==> src/rtl/bundle_serializer_if.sv <==
// Load/stream bundle for the bundle serializer. The master modport is the
// serializer side; the slave modport is the bundle source and stream sink.
interface bundle_serializer_if #(
    parameter int DATA_WIDTH = 8,
    parameter int NUM_REG    = 6
);
    localparam int IDX_W = (NUM_REG > 1) ? $clog2(NUM_REG) : 1;

    logic                  load_valid;
    logic                  load_ready;
    logic [DATA_WIDTH-1:0] load_data [NUM_REG];
    logic                  valid;
    logic                  ready;
    logic [DATA_WIDTH-1:0] data;
    logic [IDX_W-1:0]      index;
    logic                  last;

    modport master (
        input  load_valid, load_data, ready,
        output load_ready, valid, data, index, last
    );

    modport slave (
        output load_valid, load_data, ready,
        input  load_ready, valid, data, index, last
    );
endinterface

==> src/rtl/bundle_serializer.sv <==
// Captures a NUM_REG-word bundle in one cycle and drains it one word per beat,
// index 0 first, with a no-bubble reload on the last accepted beat.
//
// state | meaning
// IDLE  | buffer empty, ready to capture a bundle
// SEND  | presenting bundle_buf[idx] on the stream port
module bundle_serializer #(
    parameter int DATA_WIDTH = 8,
    parameter int NUM_REG    = 6
) (
    input logic                 clk,
    input logic                 rst,
    bundle_serializer_if.master bus
);
    localparam int IDX_W = (NUM_REG > 1) ? $clog2(NUM_REG) : 1;
    localparam logic [IDX_W-1:0] LAST_IDX = IDX_W'(NUM_REG - 1);

    typedef enum logic [1:0] {
        IDLE = 2'b01,
        SEND = 2'b10
    } state_t;

    state_t                state;
    state_t                state_nxt;
    logic [IDX_W-1:0]      idx;
    logic [DATA_WIDTH-1:0] bundle_buf [NUM_REG];

    logic sending;
    logic at_last;
    logic load_fire;
    logic beat_fire;

    assign sending   = (state == SEND);
    assign at_last   = sending && (idx == LAST_IDX);
    assign beat_fire = sending && bus.ready;
    // Ready may come straight from the sink on the last beat so bundles chain without a gap.
    assign load_fire = bus.load_valid &&
                       ((state == IDLE) || (at_last && bus.ready));

    always_ff @(posedge clk or posedge rst) begin
        if (rst) begin
            state <= IDLE;
        end else begin
            state <= state_nxt;
        end
    end

    always_comb begin
        state_nxt = state;
        case (state)
            IDLE: begin
                if (load_fire) begin
                    state_nxt = SEND;
                end
            end
            SEND: begin
                if (beat_fire && at_last && !load_fire) begin
                    state_nxt = IDLE;
                end
            end
            default: state_nxt = IDLE;
        endcase
    end

    always_ff @(posedge clk or posedge rst) begin
        if (rst) begin
            idx <= '0;
            for (int i = 0; i < NUM_REG; i++) begin
                bundle_buf[i] <= '0;
            end
        end else begin
            if (load_fire) begin
                idx <= '0;
                for (int i = 0; i < NUM_REG; i++) begin
                    bundle_buf[i] <= bus.load_data[i];
                end
            end else if (beat_fire) begin
                idx <= at_last ? '0 : idx + IDX_W'(1);
            end
        end
    end

    always_comb begin
        bus.valid      = sending;
        bus.data       = '0;
        bus.index      = '0;
        bus.last       = at_last;
        bus.load_ready = (state == IDLE) || (at_last && bus.ready);
        if (sending) begin
            bus.data  = bundle_buf[idx];
            bus.index = idx;
        end
    end

    // A stalled beat must be presented unchanged until accepted.
    hold_on_stall: assert property (
        @(posedge clk) disable iff (rst)
        (bus.valid && !bus.ready) |=> (bus.valid && $stable(bus.data) && $stable(bus.index))
    );

    legal_state: assert property (
        @(posedge clk) disable iff (rst)
        (state == IDLE) || (state == SEND)
    );
endmodule
==> src/flat_wrapper.sv <==
// flat-port wrapper written by rule: the top's interface ports become plain ports
module bundle_serializer_flat 
#(
    parameter int DATA_WIDTH = 8,
    parameter int NUM_REG    = 6
)
  (clk, rst, bus_load_valid, bus_load_data, bus_ready, bus_load_ready, bus_valid, bus_data, bus_index, bus_last);
  bundle_serializer_if #(.DATA_WIDTH(DATA_WIDTH), .NUM_REG(NUM_REG)) bus_i ();
  input logic clk;
  input logic rst;
  input wire logic [$bits(bus_i.load_valid)-1:0] bus_load_valid;
  input wire logic [$bits(bus_i.load_data)-1:0] bus_load_data;
  input wire logic [$bits(bus_i.ready)-1:0] bus_ready;
  output wire logic [$bits(bus_i.load_ready)-1:0] bus_load_ready;
  output wire logic [$bits(bus_i.valid)-1:0] bus_valid;
  output wire logic [$bits(bus_i.data)-1:0] bus_data;
  output wire logic [$bits(bus_i.index)-1:0] bus_index;
  output wire logic [$bits(bus_i.last)-1:0] bus_last;
  assign bus_i.load_valid = bus_load_valid;
  assign bus_i.load_data = {>>{bus_load_data}};
  assign bus_i.ready = bus_ready;
  assign bus_load_ready = bus_i.load_ready;
  assign bus_valid = bus_i.valid;
  assign bus_data = bus_i.data;
  assign bus_index = bus_i.index;
  assign bus_last = bus_i.last;
  bundle_serializer #(.DATA_WIDTH(DATA_WIDTH), .NUM_REG(NUM_REG)) u_core (.clk(clk), .rst(rst), .bus(bus_i));
endmodule
==> config.mk <==
export PLATFORM = sky130hd
export DESIGN_NAME = bundle_serializer_flat
export DESIGN_NICKNAME = d
export VERILOG_FILES = /design/src/rtl/bundle_serializer_if.sv /design/src/rtl/bundle_serializer.sv /design/src/flat_wrapper.sv
export SDC_FILE = /design/constraint.sdc
export NUM_CORES = 1
export LEC_CHECK = 0
export ABC_CLOCK_PERIOD_IN_PS = 4000
export BUFFER_PORTS_ARGS = -buffer_cell sky130_fd_sc_hd__buf_2
export CAP_MARGIN = 30
export CORE_MARGIN = 1.5
export CORE_UTILIZATION = 53
export DETAILED_ROUTE_END_ITERATION = 6
export PLACE_DENSITY = 0.77
export SYNTH_ARGS = -nofsm -noshare
export SYNTH_HDL_FRONTEND = slang
export SYNTH_SLANG_ARGS = --single-unit
==> constraint.sdc <==
create_clock -name clk -period 4 [get_ports clk]
set_clock_uncertainty 0.15 [all_clocks]
set_input_delay 0.6 -clock clk [delete_from_list [all_inputs] [get_ports clk]]
set_output_delay 0.6 -clock clk [all_outputs]
set_load 0.01 [all_outputs]
## Word-level counts from Yosys, hierarchy flattened

Cells that the tools add are included.

- Flip-flop bits (word level): 53
- Input bits: 52
- Output and inout bits: 14
- Logic and storage cells: 37

- $add $sub $neg: 1
- Reduce and logical (&&, ||, !) cells: 10
- $lt $le $gt $ge: 1
- Multiplexer cells: 11
- Equality and inequality tests: 5
- Bitwise gates (word level): 1

Operator list:

| operator | number |
|---|---|
| 8-bit binary-select mux with 3-bit select | 1 |
| 8-bit two-way mux | 3 |
| 3-bit two-way mux | 4 |
| 1-bit logical AND | 6 |
| 4-bit >= comparator, second input constant | 1 |
| 2-bit two-way mux | 2 |
| 3-bit inverter with 4-bit output | 1 |
| 2-bit one-hot mux with 2 select lines | 1 |
| 3-bit by 1-bit adder with 3-bit output, second input constant | 1 |
| 3-bit == test, second input constant | 1 |
| 2-bit by 1-bit == test with 1-bit output, second input constant | 1 |
| 2-bit == test, second input constant | 1 |
| 2-bit by 1-bit != test with 1-bit output, second input constant | 1 |
| 2-bit != test, second input constant | 1 |
| 2-bit AND reduction | 1 |
| 2-bit nonzero test | 1 |
| 1-bit logical NOT | 1 |
| 1-bit logical OR | 1 |

## Logic depth before layout (Yosys ltp)

- Word-level depth: 9
- Gate-level depth with buffers: 9

## Least setup slack after synthesis

No wires, ideal clock.

- Path type: register to output
- Start point: register u_core.idx[1]
- End point: output bus_load_ready
- Cell stages (with the launch flop): 10
- Arrival time: 2.048 ns
- Setup slack: 1.202 ns
- Path through: dfrtp_1 buf_2 buf_2 inv_1 ha_1 and3b_1 and3_1 buf_6 buf_6 or2_2

- Longest elaborated chain between the ends: 4

Ends and longest elaborated chain:

| element | RTL line | source |
|---|---|---|
| start: declaration | bundle_serializer.sv:25 | `logic [IDX_W-1:0] idx;` |
| start signal: assignment | bundle_serializer.sv:78 | `idx <= at_last ? '0 : idx + IDX_W'(1);` |
| 3-bit == test | bundle_serializer.sv:34 | `assign at_last = sending && (idx == LAST_IDX);` |
| 1-bit logical AND | bundle_serializer.sv:34 |  |
| 1-bit logical AND | bundle_serializer.sv:88 | `bus.load_ready = (state == IDLE) \|\| (at_last && bus.ready);` |
| 1-bit logical OR | bundle_serializer.sv:88 |  |
| end: declaration | flat_wrapper.sv:14 | `output wire logic [$bits(bus_i.load_ready)-1:0] bus_load_ready;` |

Every way passes these cells.

## Final worst setup path

- Start point: register u_core.state[1]
- End point: output bus_data[1]

- Longest elaborated chain between the ends: 2

Ends and longest elaborated chain:

| element | RTL line | source |
|---|---|---|
| start: declaration | bundle_serializer.sv:23 | `state_t state;` |
| start signal: assignment | bundle_serializer.sv:44 | `state <= state_nxt;` |
| 2-bit == test | bundle_serializer.sv:33 | `assign sending = (state == SEND);` |
| 8-bit two-way mux | bundle_serializer.sv:89 | `if (sending) begin` |
| end: declaration | flat_wrapper.sv:16 | `output wire logic [$bits(bus_i.data)-1:0] bus_data;` |

Every way passes these cells.

==> results.cfg <==
[status]
outcome = finished, final reports clean

[place]
port_buffers = 65
dp_hpwl_um = 6180
globalplace.congestion = 0.947

[critical_path]
regToRegEndpoint = u_core.bundle_buf[14]
setup.worst_path.start = u_core.state[1]
slowest_stage = dfrtp_1
crit_type = reg2out
slowest_delay_ns = 0.68
worstSetupStartpointType = flop
crit_top_cell = buf_4
r2r-start = u_core.state[1]
arrival_ns = 2.38
cp_cell_sequence = buf_4 -> nor4bb_1 -> buf_4 -> nand2_1 -> o221ai_1 -> buf_2
r2r_slack_ns = 1.37
end_kind = primary output
r2r.worst_path.cells = 4
crit_fanout = 22
crit_required_ns = 3.25
cp-endpoint = bus_data[1]

[final_layout]
drive_above_1_share_pct = 22.7
diodes = 0
final_common_cell = buf_2
nNetsFinal = 459
layout-area-overhead-vs-synth_pct = 10.1
utilization_pct = 60.7
mostFrequentLayoutCells = buf_2 (65), dfrtp_1 (52), a221o_1 (48), nand2_1 (32), o221ai_1 (31)

[floorplan]
die-area_um2 = 7140
dieWidth_um = 84.5
fp.dieH_um = 84.5
num_rows = 29
ios = 66
core-area_um2 = 6390
start_util_pct = 55.2

[timing]
fmax_mhz = 319
worst_pin_slew_ns = 0.934
finalCritPeriodShare_pct = 78.3
setup_viol = 0
relSlewSlack_pct = 37.7
hold_viol = 0
rsz0062_at_grt = false
post-route-min-period_ns = 3.13
fin_setup_tns_ns = 0
final_max_slew_viol_count = 0

[drt]
drt-pass1-iter-count = 5
antenna_left = 0
wirelength_um = 9120
drc_errors = 0
num_vias = 3210
wl_per_cell_um = 18.9
first_iter_violations = 482
vias_per_cell = 6.66

[clock_network]
clock-root-buffer = clkbuf_8
clk_pin_slew_worst_paths_ns = 0.10
cts_setup_buffers = 0
cts_tree = yes
clock-sinks = 53
hold_buffers = 0
cts_buffers = 5
cts_buffer_depth = 2
clk_latency_ns = 0.31
htree_num_levels = 2
cts_resized = 0

[synthesis]
synthTopCellsByArea = dfrtp_1 (37%), a221o_1 (14%), o221ai_1 (7.7%), a22o_1 (5.7%), and2_1 (5.3%)
netlist.area_leader.share_pct = 36.9
syn-num-nets = 417
ys_async_sr_fraction_pct = 100
synth_cell_types = 34
synth_ff_type = dfrtp_1
synth.ff_latch_count = 53
synth_area_um2 = 3520
ys.warnings.count = 0
synth-edff-count = 0
synth_cells = 363
synth_top_area_cell = dfrtp_1
synth_seq_area_share_pct = 37.7
avgSynthCellArea_um2 = 9.70

[worst_hold_path]
hp-class = in2async

[global_routing]
antenna_found_initial = 0
grt_pass1_vias = 2827
grt_max_degree = 33
grt_first_pass_wirelength_um = 14700
grt-ovfl-total = 0
grt_usage_pct = 25.8

[power_and_ir_drop]
p_leak_nw = 1.81
peakVddDrop_mv = 0.382
power.density_nw_per_um2 = 742

[run]
maxCapViolations = 0
state kept, by name, summed over array words and instances, names as in the netlist:
name,flops
u_core.idx,3
u_core.bundle_buf,48
u_core.state,2
report_power, final:
group	leakage [nW]	total [W]	internal (W)	switching (W)
Combinational	1.14	0.00140	0.000713	0.000686
Clock	0.0443	0.000316	0.000138	0.000178
Sequential	0.621	0.00116	0.000807	0.000355
stage by stage:
| step | total power (W) | area [um2] | worst slack (ns) | std cells | hold WS, ns |
|---|---|---|---|---|---|
| 2_1_floorplan | 0.00221 | 3520 | 1.20 | 363 | 0.345 |
| 3_3_place_gp | 0.00249 | 3770 | 1.33 | 474 | 0.373 |
| 3_5_place_dp | 0.00254 | 3790 | 1.26 | 475 | 0.381 |
| 4_1_cts | 0.00285 | 3880 | 0.914 | 482 | 0.187 |
| 5_1_grt | 0.00307 | 3880 | 0.658 | 482 | 0.217 |
| 6_report | 0.00288 | 3880 | 0.870 | 482 | 0.162 |
cells by family after synthesis:
| kind of cell | count (synthesis) | synth area share [%] |
|---|---|---|
| AO/OA/AOI/OAI | 113 | 29.3 |
| AND/OR/NAND/NOR | 106 | 15.8 |
| buffers and inverters | 65 | 9.41 |
| flip-flops | 53 | 37.7 |
| multiplexers | 24 | 7.10 |
| adder cells (fa/ha/maj) | 2 | 0.710 |
layout make-up:
cell class / instances / area (um2)
fillers: 528 / 2510
multi-input cells: 245 / 1860
flip-flops and latches: 53 / 1330
repair buffers: 74 / 405
inverters: 26 / 97.6
well taps: 77 / 96.3
clock buffers: 7 / 86.3
critical path, delay by kind of cell (launching register included):
family	cells	cell delay, ns
DFF	1	0.68
and+or+nand+nor	2	0.52
AOI/OAI and AO/OA	1	0.09
buffers and inverters	3	0.76
synth_stat cells, types with 2 or more instances:
cell type,instances
o21a_1,2
nand3b_1,3
a22o_1,23
inv_1,26
a21o_1,2
and3_1,3
dfrtp_1,52
nand2b_1,2
o21ai_0,2
buf_6,8
and2_1,30
mux2i_1,16
buf_2,19
nand3_1,27
clkbuf_1,10
nor2_1,3
o221ai_1,31
nand2_1,32
a221o_1,48
ha_1,2
o31ai_1,2
mux2_2,8
worst min-delay path by stage:
stage / to / slack (ns) / depth (start not counted)
floorplan: u_core.bundle_buf[22] / 0.34 / 1
global placement: u_core.bundle_buf[22] / 0.37 / 1
detailed placement: u_core.bundle_buf[8] / 0.38 / 1
CTS: u_core.bundle_buf[3] / 0.19 / 2
global route: u_core.bundle_buf[3] / 0.22 / 2
finish: u_core.bundle_buf[3] / 0.16 / 2
metal layers:
metal / routed length, um / global-route usage (%)
met4: 203 / 9.38
met5: 0 / 0
met3: 607 / 3.74
met2: 4280 / 37.8
met1: 4030 / 38.9
Note: power is estimated with default switching activity, not from simulation.
